## config.mk

```make
export PLATFORM = sky130hd
export DESIGN_NAME = fetch_unit
export DESIGN_NICKNAME = d
export VERILOG_FILES = /design/src/rtl/fetch_unit.sv
export SDC_FILE = /design/constraint.sdc
export NUM_CORES = 1
export LEC_CHECK = 0
export BUFFER_PORTS_ARGS = -buffer_cell sky130_fd_sc_hd__buf_4
export CAP_MARGIN = 10
export CORE_MARGIN = 8
export CORE_UTILIZATION = 45
export CTS_CLUSTER_DIAMETER = 30
export DETAILED_ROUTE_END_ITERATION = 7
export PLACE_DENSITY = 0.78
export SLEW_MARGIN = 5
export SYNTH_ARGS = -nofsm -noshare
export SYNTH_HDL_FRONTEND = slang
export SYNTH_SLANG_ARGS = --single-unit
export TNS_END_PERCENT = 5
```

## constraint.sdc

```tcl
create_clock -name CLK -period 2.9 [get_ports CLK]
set_input_delay 0.145 -clock CLK [delete_from_list [all_inputs] [get_ports CLK]]
set_output_delay 0.145 -clock CLK [all_outputs]
set_load 0.03 [all_outputs]
```

## src/rtl/fetch_unit.sv

```systemverilog
// fetch_unit: instruction fetch stage.
// Holds the PC, drives the word address to a memory with one cycle of read
// latency, and hands fetched words to the decoder through a 2-entry buffer
// on a valid/ready handshake. Handles single-cycle redirects and stops
// fetching once a HALT opcode has been captured.
// MEM_DEPTH is expected to be a power of two: redirect targets are reduced
// to the PC width by truncation.
module fetch_unit #(
  parameter int         RESET_PC    = 0,
  parameter int         MEM_DEPTH   = 1024,
  parameter logic [7:0] HALT_OPCODE = 8'h0F
) (
  input  logic        CLK,
  input  logic        RESET_N,
  output logic [31:0] ADDRESS,
  input  logic [31:0] INST,
  input  logic        BRANCH_TAKEN,
  input  logic [31:0] BRANCH_TARGET,
  output logic        OUT_VALID,
  input  logic        OUT_READY,
  output logic [31:0] OUT_INST,
  output logic [31:0] OUT_PC,
  output logic        HALTED
);

  localparam int            AW      = (MEM_DEPTH > 1) ? $clog2(MEM_DEPTH) : 1;
  localparam logic [AW-1:0] PC_LAST = AW'(MEM_DEPTH - 1);
  localparam logic [AW-1:0] PC_INIT = AW'(RESET_PC);

  // Fetch pointer and the single outstanding memory request
  logic [AW-1:0] pc;
  logic          inflight_q;
  logic [AW-1:0] inflight_pc_q;

  // Two-slot ring buffer of fetched {inst, pc}
  logic [31:0]   fifo_inst [2];
  logic [AW-1:0] fifo_pc   [2];
  logic          rd_ptr;
  logic          wr_ptr;
  logic [1:0]    count;

  logic          stop;
  logic          halted_q;

  logic          pop;
  logic          push;
  logic          push_halt;
  logic          pop_halt;
  logic          issue;
  logic [2:0]    occupancy;
  logic [AW-1:0] pc_inc;
  logic          unused_target_bits;

  assign unused_target_bits = ^BRANCH_TARGET[31:AW];

  assign ADDRESS   = 32'(pc);
  assign OUT_VALID = (count != 2'd0);
  assign OUT_INST  = OUT_VALID ? fifo_inst[rd_ptr] : 32'd0;
  assign OUT_PC    = OUT_VALID ? 32'(fifo_pc[rd_ptr]) : 32'd0;
  assign HALTED    = halted_q;

  // A redirect discards this cycle's handshake and the returning word.
  assign pop       = OUT_VALID & OUT_READY & ~BRANCH_TAKEN;
  assign push      = inflight_q & ~BRANCH_TAKEN;
  assign push_halt = push & (INST[31:24] == HALT_OPCODE);
  assign pop_halt  = pop & (OUT_INST[31:24] == HALT_OPCODE);

  // Buffered plus in-flight words after this cycle's pop; a new request is
  // only made while that leaves room, so the buffer can never overflow.
  assign occupancy = 3'(count) + 3'(inflight_q) - 3'(pop);
  assign issue     = ~stop & ~BRANCH_TAKEN & (occupancy < 3'd2);
  assign pc_inc    = (pc == PC_LAST) ? '0 : pc + AW'(1);

  // PC, request tracking, buffer occupancy and halt state
  always_ff @(posedge CLK or negedge RESET_N) begin
    if (!RESET_N) begin
      pc            <= PC_INIT;
      inflight_q    <= 1'b0;
      inflight_pc_q <= '0;
      rd_ptr        <= 1'b0;
      wr_ptr        <= 1'b0;
      count         <= 2'd0;
      stop          <= 1'b0;
      halted_q      <= 1'b0;
    end else if (BRANCH_TAKEN) begin
      pc         <= BRANCH_TARGET[AW-1:0];
      inflight_q <= 1'b0;
      rd_ptr     <= 1'b0;
      wr_ptr     <= 1'b0;
      count      <= 2'd0;
      stop       <= 1'b0;
      halted_q   <= 1'b0;
    end else begin
      if (issue) begin
        pc            <= pc_inc;
        inflight_pc_q <= pc;
      end
      // A request made in the cycle the HALT arrives is dropped.
      inflight_q <= issue & ~push_halt;
      if (push_halt) stop <= 1'b1;
      if (pop_halt) halted_q <= 1'b1;
      if (push) wr_ptr <= ~wr_ptr;
      if (pop) rd_ptr <= ~rd_ptr;
      count <= count + {1'b0, push} - {1'b0, pop};
    end
  end

  // Buffer storage: write the returning word into the tail slot
  always_ff @(posedge CLK or negedge RESET_N) begin
    if (!RESET_N) begin
      for (int i = 0; i < 2; i++) begin
        fifo_inst[i] <= 32'd0;
        fifo_pc[i]   <= '0;
      end
    end else if (push) begin
      fifo_inst[wr_ptr] <= INST;
      fifo_pc[wr_ptr]   <= inflight_pc_q;
    end
  end

endmodule

```

* After elaboration in Yosys (flattened, before gate mapping)
Cells that the tools add are included.
Storage, ports and cells: bits in registers 111, bits in latches 0, RAM bits 0, ROM bits 0, logic and storage cells 74, memories 0
Operators by class: $add $sub $neg 5, $mul 0, div/mod/pow operators 0, magnitude comparators 4, eq/ne operators 3, shift operators 0, mux-type cells 27, bitwise logic cells 15, reductions and logical operators 8
Operator list (number):
- 2-to-1 mux 32 bit | 5
- 2-to-1 mux 10 bit | 8
- bitwise mux 64 bit | 1
- demux 32 bit (select 1 bit) | 1
- bitwise mux 20 bit | 1
- equality test 8 x 4 -> 1 bit, second input constant | 2
- nonzero test 2 bit | 6
- adder 10 x 1 -> 10 bit, second input constant | 1
- demux 10 bit (select 1 bit) | 1
- equality test 10 bit, second input constant | 1
- 2-to-1 mux 1 bit | 9
- AND 1 bit | 8
- NOT 1 bit | 5
- >= comparator 2 bit, second input constant | 2
- NOT 1 -> 2 bit | 2
- adder 2 x 1 -> 3 bit | 1
- < comparator 3 x 2 -> 1 bit, second input constant | 1
- subtractor 3 x 1 -> 3 bit | 1
- adder 2 x 1 -> 2 bit | 1
- < comparator 2 x 1 -> 1 bit, second input constant | 1
- 2-to-1 mux 2 bit | 1
- AND reduction 2 bit | 1
- subtractor 2 x 1 -> 2 bit | 1
- logical AND 1 bit | 1

* Depth between registers and ports, before layout
depth after elaboration 9, depth in mapped cells 11

* Least setup slack after synthesis
OpenSTA, ideal clock, no wires.
path kind register -> register, start register count[1], end register pc[6], library setup time 0.126 ns, arrival 2.751 ns, slack 0.023 ns, cell stages (with the launch flop) 10, clock period less this slack 2.877 ns, path through dfrtp_1 -> o21ai_0 -> nor2_1 -> nor2b_1 -> o21ai_0 -> fa_1 -> or3b_4 -> nor2_4 -> mux2_1 -> a221o_1
Between the ends: word-level cells in the longest chain between the ends 7, elaborated cells on any way between the ends 8, classes of those cells 2 x add/sub; 1 x order compare; 3 x bitwise; 2 x reduce/logical
RTL lines:
- start, declared | RTL line 40 | logic [1:0] count;
- start signal, assigned | RTL line 104 | count <= count + {1'b0, push} - {1'b0, pop};
- nonzero test 2 bit | RTL line 57 | assign OUT_VALID = (count != 2'd0);
- AND 1 bit (2 in series) | RTL line 63 | assign pop = OUT_VALID & OUT_READY & ~BRANCH_TAKEN;
- subtractor 3 x 1 -> 3 bit * | RTL line 70 | assign occupancy = 3'(count) + 3'(inflight_q) - 3'(pop);
- < comparator 3 x 2 -> 1 bit * | RTL line 71 | assign issue = ~stop & ~BRANCH_TAKEN & (occupancy < 3'd2);
- AND 1 bit * | RTL line 71
- nonzero test 2 bit (no line) *
- end signal, assigned | RTL line 86 | pc <= BRANCH_TARGET[AW-1:0];
- end signal, assigned | RTL line 95 | pc <= pc_inc;
- end, declared | RTL line 31 | logic [AW-1:0] pc;
Mark *: on every way between the ends. The rest lies on a longest branch, timed or not. A chain may end at the register's enable or synchronous reset.

* Worst setup path in the final report
start register count[0], end register pc[9]
The elaborated chain is that of the path after synthesis.

==> reports/summary.log <==
INFO  clock_network  tritoncts_num_sinks=111
INFO  detailed_routing postRouteAntennaNets=0
INFO  die            rows=40
INFO  yosys          dominantRegCellSynth=dfrtp_1
INFO  pwr            power_frac_comb=0.474
INFO  layout         utilization=0.551
INFO  detailed_routing number_of_iterations_in_the_first_detailed_routing_pass=4
INFO  global_route   grt_first_pass_wirelength=19.4mm
INFO  job            cap_viol_max_count=0
INFO  status         outcome=finished, final reports clean
INFO  yosys          synth_sequential_area_ratio=0.507
INFO  clock_network  htree_num_levels=3
INFO  timing         final_period_minus_worst_setup_slack=2.68ns
INFO  clock_network  clockBufferDepth=2
INFO  yosys          syn-mean-instance-area=11.7squm
INFO  pwr            cellLeakagePower=3.07nW
INFO  clock_network  cts.reportedPaths.clkPinSlew=0.07ns
INFO  pwr            switchingPower=3.09mW
INFO  detailed_routing drt-total-wl=11.6mm
INFO  placement      post-place-ws=0.129ns
INFO  yosys          synth_enable_flop_cells=0
INFO  timing         rsz_0062_raised_after_global_routing=no
INFO  timing         clock_skew=0.00973ns
INFO  critical_path  r2r_end=pc[9]
INFO  layout         ratio_of_cells_with_drive_above_1_in_the_final_layout=0.377
INFO  yosys          synthDominantAreaCellType=dfrtp_1
INFO  critical_path  ff2ff_setup_slack=0.22ns
INFO  layout         fill_cells=1041
INFO  critical_path  worst-path-max-fanout=15
INFO  layout         flow.area_growth_from_synthesis=20.3%
INFO  yosys          synth.cell_area=5480squm
INFO  pwr            vdd_ir_drop_max=0.706mV
INFO  min_path       worst_hold_path.endpoint=pc[0]
INFO  timing         setup_slack_of_the_critical_path_after_layout=0.215ns
INFO  placement      finalWeightedCongestion=0.894
INFO  placement      detailed_place_hpwl=8.47mm
INFO  die            die-height=126microns
INFO  die            start_util=0.458
INFO  layout         antenna_cells=0
INFO  timing         worst_pin_slew=0.768ns
INFO  detailed_routing routedWlPerCell=16.1microns
INFO  critical_path  cp_capture_type=flip-flop
INFO  pwr            power.share.sequential=0.361
INFO  placement      port_buffers=99
INFO  global_route   antenna_found_initial=0
INFO  min_path       worst_hold_path.num_cells=3
INFO  pwr            cellPowerDensity=1170nW/um^2
INFO  yosys          ys_seq_elements=111
INFO  detailed_routing drc=0
INFO  detailed_routing num_vias=3704
INFO  yosys          synth_top_cell_area_share=0.507
INFO  detailed_routing routed_via_density=5.14
INFO  global_route   gr-total-overflow=0
INFO  timing         achievable-frequency=0.372GHz
INFO  die            design.die.area=16000squm
INFO  clock_network  worst_skew_pair.late_latency=0.35ns
INFO  timing         hold_ws=0.00903ns
INFO  timing         slew_viol_final=0
INFO  yosys          synth.lib_cells_used.distinct=45
INFO  die            design.portCount=166
INFO  pwr            internal-power=4.63mW
INFO  timing         final.period_utilization=0.926
INFO  yosys          synthArstFlopShare=1.00
INFO  global_route   grt_usage=0.148
INFO  pwr            clkPwrFrac=0.165
INFO  timing         finalHoldViolations=0
INFO  timing         tns=0ns
INFO  critical_path  crit_path_start_kind=flip-flop
INFO  yosys          post_synth_inst_count=468
INFO  clock_network  clock_tree_from_tritoncts=done
INFO  clock_network  numCtsBuffers=9
INFO  timing         timing.max_slew.rel_slack=0.488
INFO  timing         setup_viol_count_final=0
INFO  die            core=12000squm
INFO  detailed_routing drtIter0Drc=214
INFO  global_route   number_of_global_route_vias_before_repair=3957
INFO  global_route   largest_net_degree_at_the_start_of_global_routing=59
INFO  die            fp.dieW=126microns
INFO  yosys          synth.yosys.warnings=0
INFO  critical_path  crit_required=3.12ns
INFO  yosys          yosys-top-cells-area=dfrtp_1, mux2_2, mux2i_1, buf_4, nor2_1
INFO  min_path       holdCritStartpoint=BRANCH_TARGET[0]
INFO  min_path       hold_class=input pin to flip-flop
INFO  pwr            switching_share=0.401
INFO  critical_path  timing_worst_setup_path_type=flip-flop to flip-flop
INFO  critical_path  critical_path_arrival=2.90ns
INFO  critical_path  r2r_cells=8
INFO  clock_network  cts_root_buffer=clkbuf_16
INFO  critical_path  timing.rr.start=count[0]
INFO  layout         final_nets=640
## layout by cell type, fill, tap and decap left out, types with 2 or more instances in the layout
cell type	n
and3_1	2
mux2_1	9
and2_1	2
nor2_4	3
clkinv_4	2
buf_4	112
nor2_1	46
mux2i_1	44
nand2_1	43
o311ai_1	2
clkbuf_16	9
nand4_1	5
inv_1	3
dfrtp_1	110
a21oi_1	4
nor2b_1	2
nor3_1	5
conb_1	44
clkbuf_8	2
o211ai_1	3
mux2_2	76
nand3_1	5
xnor2_1	4
ha_1	3
xor2_1	2
a221o_1	2
and4b_1	2
o21ai_0	3
## stage by stage
| stage | cell area, sq um | total power [mW] | cells |
|---|---|---|---|
| after detailed placement | 6260 | 6.50 | 703 |
| after global routing | 6590 | 8.25 | 720 |
| after CTS | 6580 | 7.80 | 720 |
| after floorplan | 5640 | 5.36 | 511 |
| after global placement | 6260 | 6.36 | 703 |
| final | 6590 | 7.72 | 720 |
## area by class of cell
type                    count  area, sq um  area share
multi-input cells         328         2420       0.368
clock inverters             5         63.8     0.00969
inverters                   4         15.0     0.00228
flip-flops and latches    111         2780       0.422
repair buffers            114          871       0.132
clock buffers              11          253      0.0384
well taps                 147          184      0.0279
## power by group through the flow
stage	Sequential, mW	Clock [mW]	Combinational [mW]
finish	2.78	1.27	3.66
global route	2.89	1.37	3.99
CTS	2.78	1.32	3.71
detailed placement	2.80	0	3.70
global placement	2.75	0	3.61
floorplan	2.75	0	2.62
## timing repair
item | 4_1_cts | 5_1_grt
buffers inserted | 0 | 0
hold endpoints to repair | 57 | 0
endpoints found under the setup margin | 0 | 6
hold buffers | 1 | 0
gates resized for setup | 0 | 2
## cell usage after synthesis (all sizes together), types with 2 or more instances
master / number
a21oi: 4
a221o: 2
and2: 2
and3: 2
and4b: 2
buf: 64
clkbuf: 4
dfrtp: 111
ha: 3
inv: 4
mux2: 85
mux2i: 44
nand2: 43
nand3: 6
nand4: 5
nor2: 49
nor2b: 2
nor3: 5
o211ai: 3
o21ai: 4
o311ai: 3
xnor2: 4
xor2: 3
## routing by layer
layer,GRT usage,routed length (microns),share of wire,vias to the layer above
met5,0,0,0,-
met4,0.0517,163,0.014,0
met3,0.0461,951,0.082,11
met1,0.184,5070,0.44,1830
met2,0.240,5430,0.47,141
li1,-,-,-,1722
## critical path: stages, from the launching register on
cell and delay (ns):
dfrtp_1 0.39, buf_4 0.16, nor3_1 0.21, o21ai_0 0.15, fa_1 0.49, or3b_4 0.40, or2_4 0.32, o311ai_1 0.30
o311ai_1 0.14
## worst max path at each step
stage              from  endpoint  slack, ns  cells after the start
6_report       count[0]     pc[9]       0.22                      8
5_1_grt        count[0]     pc[9]       0.03                      8
4_1_cts        count[0]     pc[9]       0.13                      9
3_5_place_dp   count[0]     pc[9]       0.13                      9
3_3_place_gp   count[0]     pc[9]       0.21                      9
2_1_floorplan  count[1]     pc[6]       0.02                      9
## sequential cells by signal (all words and copies together), names as in the netlist
register,cells
inflight_q,1
HALTED,1
stop,1
rd_ptr,1
pc,10
fifo_inst,64
fifo_pc,20
count,2
inflight_pc_q,10
wr_ptr,1
## cells by family after synthesis
group / count (synthesis) / share of synthesized area
multiplexers: 129 / 0.255
AND/OR/NAND/NOR: 123 / 0.101
flip-flops: 111 / 0.507
buffers and inverters: 72 / 0.0845
AO/OA/AOI/OAI: 21 / 0.0288
XOR/XNOR: 7 / 0.0126
adder cells (fa/ha/maj): 4 / 0.0105
other: 1 / 0.000685
Note: power is estimated with default switching activity, not from simulation.
